File: config.mk
export PLATFORM = sky130hd
export DESIGN_NAME = ir_nec_rx_ext
export DESIGN_NICKNAME = d
export VERILOG_FILES = /design/src/rtl/ir_nec_rx_ext.sv
export SDC_FILE = /design/constraint.sdc
export NUM_CORES = 1
export LEC_CHECK = 0
export ABC_AREA = 1
export CAP_MARGIN = 5
export CORE_ASPECT_RATIO = 0.7
export CORE_MARGIN = 3
export CORE_UTILIZATION = 41
export DETAILED_ROUTE_END_ITERATION = 10
export GPL_TIMING_DRIVEN = 0
export HOLD_SLACK_MARGIN = 0.03
export MAX_ROUTING_LAYER = met4
export PLACE_DENSITY = 0.62
export SYNTH_ARGS = -nofsm -noshare
export SYNTH_HDL_FRONTEND = slang
export SYNTH_SLANG_ARGS = --single-unit
File: constraint.sdc
create_clock -name clk -period 1.9 [get_ports clk]
set_input_delay 0.285 -clock clk [delete_from_list [all_inputs] [get_ports clk]]
set_output_delay 0.285 -clock clk [all_outputs]
set_load 0.02 [all_outputs]
File: src/rtl/ir_nec_rx_ext.sv
// ir_nec_rx_ext - NEC infrared frame receiver.
//
// Purpose:
//   Takes the demodulated IR line (idle high), synchronises and deglitches it,
//   and measures every mark/space width with a single counter. It then decodes
//   32-bit LSB-first NEC frames and verifies the complement bytes. It also
//   recognises repeat codes and reports aborted receptions with a typed cause.
//
// Ports:
//   clk           in   1   system clock
//   rst           in   1   synchronous active-high reset
//   ir_in         in   1   demodulated IR input, asynchronous, idle high
//   addr_out      out  16  address of the last good frame
//   cmd_out       out  8   command of the last good frame
//   frame_valid   out  1   one-cycle pulse, addr_out/cmd_out updated
//   repeat_valid  out  1   one-cycle pulse, valid repeat code received
//   err           out  1   one-cycle pulse, reception aborted
//   err_code      out  2   cause of last err: 0 timing, 1 check, 2 timeout, 3 orphan repeat
//   busy          out  1   high whenever the decoder is not idle

module ir_nec_rx_ext #(
  parameter int unsigned CLK_FREQ   = 50_000_000,
  parameter int unsigned FILTER_CYC = 16,
  parameter int unsigned TOL_PCT    = 25,
  parameter int unsigned EXT_ADDR   = 0,
  parameter int unsigned CHECK_EN   = 1
) (
  input  logic        clk,
  input  logic        rst,
  input  logic        ir_in,
  output logic [15:0] addr_out,
  output logic [7:0]  cmd_out,
  output logic        frame_valid,
  output logic        repeat_valid,
  output logic        err,
  output logic [1:0]  err_code,
  output logic        busy
);

  function automatic longint unsigned us2cyc(input longint unsigned us);
    return (us * 64'(CLK_FREQ)) / 64'd1_000_000;
  endfunction

  localparam longint unsigned TMAX_L = us2cyc(64'd12_000);
  localparam longint unsigned IDLE_L = us2cyc(64'd120_000);

  function automatic longint unsigned winLo(input longint unsigned us);
    return (us2cyc(us) * (64'd100 - 64'(TOL_PCT))) / 64'd100;
  endfunction

  // Upper window bounds are clamped to the saturation value so that they
  // always fit in the width counter.
  function automatic longint unsigned winHi(input longint unsigned us);
    longint unsigned v;
    v = (us2cyc(us) * (64'd100 + 64'(TOL_PCT))) / 64'd100;
    return (v > TMAX_L) ? TMAX_L : v;
  endfunction

  localparam int WCW = $clog2(TMAX_L + 64'd1);
  localparam int IDW = $clog2(IDLE_L + 64'd1);
  localparam int FCW = (FILTER_CYC > 1) ? $clog2(FILTER_CYC) : 1;

  localparam logic [WCW-1:0] TMAX   = WCW'(TMAX_L);
  localparam logic [WCW-1:0] W_ONE  = WCW'(1);
  localparam logic [WCW-1:0] LL_LO  = WCW'(winLo(64'd9000));
  localparam logic [WCW-1:0] LL_HI  = WCW'(winHi(64'd9000));
  localparam logic [WCW-1:0] LH_LO  = WCW'(winLo(64'd4500));
  localparam logic [WCW-1:0] LH_HI  = WCW'(winHi(64'd4500));
  localparam logic [WCW-1:0] RP_LO  = WCW'(winLo(64'd2250));
  localparam logic [WCW-1:0] RP_HI  = WCW'(winHi(64'd2250));
  localparam logic [WCW-1:0] BL_LO  = WCW'(winLo(64'd560));
  localparam logic [WCW-1:0] BL_HI  = WCW'(winHi(64'd560));
  localparam logic [WCW-1:0] ZH_LO  = WCW'(winLo(64'd560));
  localparam logic [WCW-1:0] ZH_HI  = WCW'(winHi(64'd560));
  localparam logic [WCW-1:0] OH_LO  = WCW'(winLo(64'd1690));
  localparam logic [WCW-1:0] OH_HI  = WCW'(winHi(64'd1690));
  localparam logic [IDW-1:0] IDLE_MAX = IDW'(IDLE_L);
  localparam logic [IDW-1:0] I_ONE    = IDW'(1);
  localparam logic [FCW-1:0] FLT_LAST = FCW'(FILTER_CYC - 1);
  localparam logic [FCW-1:0] F_ONE    = FCW'(1);

  localparam logic [2:0] S_IDLE  = 3'd0;
  localparam logic [2:0] S_LEADL = 3'd1;
  localparam logic [2:0] S_LEADH = 3'd2;
  localparam logic [2:0] S_BITL  = 3'd3;
  localparam logic [2:0] S_BITH  = 3'd4;
  localparam logic [2:0] S_REPL  = 3'd5;
  localparam logic [2:0] S_CHECK = 3'd6;

  function automatic logic inWin(input logic [WCW-1:0] w,
                                 input logic [WCW-1:0] lo,
                                 input logic [WCW-1:0] hi);
    return (w >= lo) && (w <= hi);
  endfunction

  logic           r_sync1, r_sync2, r_irF, r_irFd;
  logic [FCW-1:0] r_fcnt;
  logic [WCW-1:0] r_wcnt;
  logic [2:0]     r_state;
  logic [5:0]     r_bitCnt;
  logic [31:0]    r_frame;
  logic           r_haveFrame;
  logic [IDW-1:0] r_idleCnt;
  logic [15:0]    r_addr;
  logic [7:0]     r_cmd;
  logic           r_frameValid, r_repeatValid, r_err;
  logic [1:0]     r_errCode;

  logic       w_fall, w_rise, w_edge;
  logic [2:0] w_next;
  logic       w_errNow, w_shift, w_bitVal, w_good, w_rep;
  logic [1:0] w_errSel;
  logic       w_cmdOk, w_addrOk, w_frameOk;

  // Input path: two-flop synchroniser, then a filter that only accepts a new
  // level once it has persisted for FILTER_CYC consecutive cycles. Both edges
  // see the same delay, so measured widths are not distorted.
  always_ff @(posedge clk) begin
    if (rst) begin
      r_sync1 <= 1'b1;
      r_sync2 <= 1'b1;
      r_irF   <= 1'b1;
      r_irFd  <= 1'b1;
      r_fcnt  <= '0;
    end else begin
      r_sync1 <= ir_in;
      r_sync2 <= r_sync1;
      r_irFd  <= r_irF;
      if (r_sync2 == r_irF) begin
        r_fcnt <= '0;
      end else if (r_fcnt == FLT_LAST) begin
        r_irF  <= r_sync2;
        r_fcnt <= '0;
      end else begin
        r_fcnt <= r_fcnt + F_ONE;
      end
    end
  end

  assign w_fall = r_irFd & ~r_irF;
  assign w_rise = ~r_irFd & r_irF;
  assign w_edge = w_fall | w_rise;

  // Width counter: restarts at every filtered edge and saturates at the
  // timeout value, so its value at an edge strobe is the width just ended.
  always_ff @(posedge clk) begin
    if (rst) begin
      r_wcnt <= '0;
    end else if (w_edge) begin
      r_wcnt <= '0;
    end else if (r_wcnt != TMAX) begin
      r_wcnt <= r_wcnt + W_ONE;
    end
  end

  assign w_cmdOk   = (r_frame[23:16] == ~r_frame[31:24]);
  assign w_addrOk  = (EXT_ADDR != 0) || (r_frame[7:0] == ~r_frame[15:8]);
  assign w_frameOk = (CHECK_EN == 0) || (w_cmdOk && w_addrOk);

  // Next-state decode. Each state only reacts to the edge that ends its own
  // pulse; a width outside the state's window aborts with a timing error.
  // Independent of edges, any active state whose pulse has run to saturation
  // aborts with a timeout.
  always_comb begin
    w_next   = r_state;
    w_errNow = 1'b0;
    w_errSel = 2'd0;
    w_shift  = 1'b0;
    w_bitVal = 1'b0;
    w_good   = 1'b0;
    w_rep    = 1'b0;
    case (r_state)
      S_IDLE: begin
        if (w_fall) w_next = S_LEADL;
      end
      S_LEADL: begin
        if (w_rise) begin
          if (inWin(r_wcnt, LL_LO, LL_HI)) w_next = S_LEADH;
          else w_errNow = 1'b1;
        end
      end
      S_LEADH: begin
        if (w_fall) begin
          if (inWin(r_wcnt, LH_LO, LH_HI)) w_next = S_BITL;
          else if (inWin(r_wcnt, RP_LO, RP_HI)) w_next = S_REPL;
          else w_errNow = 1'b1;
        end
      end
      S_BITL: begin
        if (w_rise) begin
          if (!inWin(r_wcnt, BL_LO, BL_HI)) w_errNow = 1'b1;
          else if (r_bitCnt[5]) w_next = S_CHECK;
          else w_next = S_BITH;
        end
      end
      S_BITH: begin
        if (w_fall) begin
          if (inWin(r_wcnt, ZH_LO, ZH_HI)) begin
            w_shift = 1'b1;
            w_next  = S_BITL;
          end else if (inWin(r_wcnt, OH_LO, OH_HI)) begin
            w_shift  = 1'b1;
            w_bitVal = 1'b1;
            w_next   = S_BITL;
          end else begin
            w_errNow = 1'b1;
          end
        end
      end
      S_REPL: begin
        if (w_rise) begin
          w_next = S_IDLE;
          if (!inWin(r_wcnt, BL_LO, BL_HI)) begin
            w_errNow = 1'b1;
          end else if (r_haveFrame) begin
            w_rep = 1'b1;
          end else begin
            w_errNow = 1'b1;
            w_errSel = 2'd3;
          end
        end
      end
      S_CHECK: begin
        w_next = S_IDLE;
        if (w_frameOk) begin
          w_good = 1'b1;
        end else begin
          w_errNow = 1'b1;
          w_errSel = 2'd1;
        end
      end
      default: w_next = S_IDLE;
    endcase
    if ((r_state != S_IDLE) && (r_state != S_CHECK) && !w_edge && (r_wcnt == TMAX)) begin
      w_errNow = 1'b1;
      w_errSel = 2'd2;
    end
    if (w_errNow) w_next = S_IDLE;
  end

  // State, frame shift-in and registered outputs. The bit counter is cleared
  // on the leader-to-data transition so repeat codes never disturb it.
  always_ff @(posedge clk) begin
    if (rst) begin
      r_state       <= S_IDLE;
      r_bitCnt      <= '0;
      r_frame       <= '0;
      r_addr        <= '0;
      r_cmd         <= '0;
      r_frameValid  <= 1'b0;
      r_repeatValid <= 1'b0;
      r_err         <= 1'b0;
      r_errCode     <= 2'd0;
    end else begin
      r_state       <= w_next;
      r_frameValid  <= w_good;
      r_repeatValid <= w_rep;
      r_err         <= w_errNow;
      if (w_errNow) r_errCode <= w_errSel;
      if ((r_state == S_LEADH) && (w_next == S_BITL)) begin
        r_bitCnt <= '0;
      end else if (w_shift) begin
        r_frame[r_bitCnt[4:0]] <= w_bitVal;
        r_bitCnt <= r_bitCnt + 6'd1;
      end
      if (w_good) begin
        r_addr <= (EXT_ADDR != 0) ? r_frame[15:0] : {8'h00, r_frame[7:0]};
        r_cmd  <= r_frame[23:16];
      end
    end
  end

  // Repeat permission: granted by a good frame, withdrawn by any error or by
  // a long enough idle period that the repeat could no longer belong to it.
  always_ff @(posedge clk) begin
    if (rst) begin
      r_haveFrame <= 1'b0;
      r_idleCnt   <= '0;
    end else begin
      if (r_state != S_IDLE) r_idleCnt <= '0;
      else if (r_idleCnt != IDLE_MAX) r_idleCnt <= r_idleCnt + I_ONE;
      if (w_errNow) r_haveFrame <= 1'b0;
      else if (w_good) r_haveFrame <= 1'b1;
      else if ((r_state == S_IDLE) && (r_idleCnt == IDLE_MAX)) r_haveFrame <= 1'b0;
    end
  end

  assign addr_out     = r_addr;
  assign cmd_out      = r_cmd;
  assign frame_valid  = r_frameValid;
  assign repeat_valid = r_repeatValid;
  assign err          = r_err;
  assign err_code     = r_errCode;
  assign busy         = (r_state != S_IDLE);

endmodule

==> flow_metrics.env <==
export IMPL_status="finished, violations left"
export IMPL_failed_checks="negative setup slack"
export IMPL_setup_viol=47
export IMPL_max_freq_mhz=468
export IMPL_drc_errors=0
export IMPL_synth_top_area_cell="dfxtp_1"
export IMPL_synthFlopType="dfxtp_1"
export IMPL_cpPeakStageDelay_ns=0.33
export IMPL_drt_pass1_iter_count=5
export IMPL_diodes=0
export IMPL_clock_latency_ns=0.42
export IMPL_cts_tree="done"
export IMPL_final_period_minus_worst_setup_slack_ns=2.14
export IMPL_crit_type="reg2reg"
export IMPL_async_flop_share_pct=0
export IMPL_syn_to_final_growth_pct=34.2
export IMPL_antenna_found_initial=0
export IMPL_start_util_pct=42.1
export IMPL_syn_area_per_cell_sq_um=6.34
export IMPL_hp_class="reg2reg"
export IMPL_rows=38
export IMPL_crit_family="simple AND/OR/NAND/NOR gates"
export IMPL_boundaryPins=33
export IMPL_startpoint_type="flop"
export IMPL_die_h_um=112
export IMPL_core_sq_mm=0.0156
export IMPL_yosys_register_bits=114
export IMPL_cp_cell_sequence="buf_6, nor2_4, nand2_4, nor2_4, nand2_2, nand2_1, nand2_1, nand2_1, nand2_2, nand2_4, nand2_8, buf_12, nor2_8, nand2_2, nand2_1, nand2_1, nor2_1"
export IMPL_leakage_nw=3.92
export IMPL_required_ns=2.25
export IMPL_yosysSeqAreaShare_pct=34.7
export IMPL_p_per_area_mw_per_mm2=647
export IMPL_cts_hold_buf=0
export IMPL_worst_setup_path_end_kind="flop"
export IMPL_clock_skew_ns=0.00806
export IMPL_grt_ovfl_total=0
export IMPL_numCtsBuffers=17
export IMPL_grt_max_degree=17
export IMPL_max_cap_viol_count=0
export IMPL_ys_warn_count=0
export IMPL_yosys_top_cells_count="nand2_1, nor2_1, inv_1"
export IMPL_die_width_um=157
export IMPL_avgViaCountPerCell=5.04
export IMPL_dieArea_sq_mm=0.0176
export IMPL_port_buffers=24
export IMPL_vias=6778
export IMPL_crit_buf_inv=2
export IMPL_wirelength_um=19100
export IMPL_gp_congestion=0.960
export IMPL_synth_most_common_cell="nand2_1"
export IMPL_syn_inst=1037
export IMPL_dp_hpwl_um=13700
export IMPL_crit_fanout=7
export IMPL_cts_buffer_depth=2
export IMPL_drive_above_1_share_pct=25.9
export IMPL_critPathSlowestCell="dfxtp_2"
export IMPL_cts_root_buf="clkbuf_16"
export IMPL_grt_pass1_vias=6075
export IMPL_max_slew_margin_pct=31.7
export IMPL_grt_pass1_wl_um=31000
export IMPL_hold_viol=0
export IMPL_syn_cell_area_sq_mm=0.00657
export IMPL_detail_route_antenna_nets=0
export IMPL_grt_setup_unrepaired="yes"
export IMPL_grt_total_usage_pct=22.6
export IMPL_ys_types=41
export IMPL_wire_per_inst_um=14.2
export IMPL_timing_final_crit_share_pct=112
export IMPL_ir_drop_v=0.000372
export IMPL_cts_sinks=114
export IMPL_post_route_util_pct=56.6
export IMPL_synth_edf_count=0
export IMPL_path_clk_slew_ns=0.06
export IMPL_cts_max_level=4
export IMPL_synth_top_cell_area_share_pct=34.7
export IMPL_finalSetupTns_ns=-7.60
export IMPL_cpMostUsedCell="nand2_1"
export IMPL_worst_slew_pin_slew_ns=1.02
export IMPL_synth_area_leaders="dfxtp_1, nand2_1, nor2_1, inv_1, nand3_1"
export IMPL_nets=1148
export IMPL_drt_iter0_markers=623
export IMPL_setup_ws_ns=-0.235
export IMPL_critPathArrivalTime_ns=2.49
export IMPL_finalMaxSlewViolations=0
[through the flow]
step | hold slack, ns | power [mW] | cells | setup slack (ns) | instance area, sq um
after floorplan | 0.389 | 2.59 | 1044 | 0.135 | 6600
after detailed placement | 0.407 | 2.63 | 1268 | -0.423 | 7090
after CTS | 0.435 | 5.75 | 1324 | -0.147 | 8300
after global routing | 0.458 | 5.89 | 1345 | -0.382 | 8820
after global placement | 0.413 | 2.63 | 1268 | -0.446 | 7090
final | 0.430 | 5.70 | 1345 | -0.235 | 8820
[layer usage]
metal	up-vias	global-route usage, %	wire, um
li1	3486	-	-
met2	204	28.3	7380
met4	0	4.68	179
met3	15	6.49	1530
met1	3073	35.2	10000
met5	-	-	0
[repair_timing]
action	4_1_cts	5_1_grt
buffers inserted	26	21
setup endpoints to repair	71	75
pin swaps	27	34
resized for setup	143	111
gates cloned	1	2
[sequential cells by signal, summed over array words and instances (netlist names)]
| signal | count |
|---|---|
| r_haveFrame | 1 |
| r_idleCnt | 23 |
| frame_valid | 1 |
| repeat_valid | 1 |
| r_state | 3 |
| r_fcnt | 4 |
| err_code | 2 |
| r_wcnt | 20 |
| cmd_out | 8 |
| addr_out | 8 |
| r_sync1 | 1 |
| r_frame | 32 |
| r_bitCnt | 6 |
| err | 1 |
| r_irFd | 1 |
| r_irF | 1 |
| r_sync2 | 1 |
[power by group]
part / internal (mW) / switching, mW
sequential: 2.40 / 0.0198
combinational: 0.0672 / 0.123
clock: 1.92 / 1.18
[worst register-to-register path, cell delays in order, from the launching register on]
cell and delay, ns:
dfxtp_2 0.33, buf_6 0.14, nor2_4 0.15, nand2_4 0.08
nor2_4 0.09, nand2_2 0.08, nand2_1 0.07, nand2_1 0.05
nand2_1 0.08, nand2_2 0.08, nand2_4 0.11, nand2_8 0.10
buf_12 0.16, nor2_8 0.19, nand2_2 0.08, nand2_1 0.08
nand2_1 0.07, nor2_1 0.14
[layout by cell type (no fill, tap or decap), types with 12 or more instances in the layout]
cell type,Yosys,final
a21oi_1,61,57
buf_4,9,46
buf_6,0,15
clkbuf_16,0,17
clkdlybuf4s50_1,0,23
dfxtp_1,114,93
inv_1,128,122
inv_2,15,16
nand2_1,257,204
nand2_2,2,49
nand3_1,62,47
nand3_2,0,12
nand4_1,27,27
nor2_1,175,136
nor2_2,5,23
nor2_4,3,24
nor3_1,28,21
o21ai_0,47,40
xor2_1,18,16
[cell type report]
type,instances,area (sq um)
fillers,1518,6780
multi-input cells,754,4210
flip-flops and latches,114,2330
repair buffers,72,664
inverters,144,564
clock buffers,18,429
well taps,200,250
plain buffers,29,224
clock inverters,14,140
[final timing paths]
path	from	endpoint	slack [ns]	cells past startpoint
max	r_wcnt[11]	r_frame[3]	-0.24	17
min	r_sync1	r_sync2	0.43	1
max reg2reg	r_wcnt[11]	r_frame[3]	-0.24	17
min reg2reg	r_sync1	r_sync2	0.43	1
[kinds of logic after synthesis]
logic type,synth area share [%]
flip-flops,34.7
XOR/XNOR,2.53
AND/OR/NAND/NOR,39.2
buffers and inverters,10.8
adder cells (fa/ha/maj),2.48
AO/OA/AOI/OAI,10.3
other,0.0571
(Power assumes the default switching activity.)
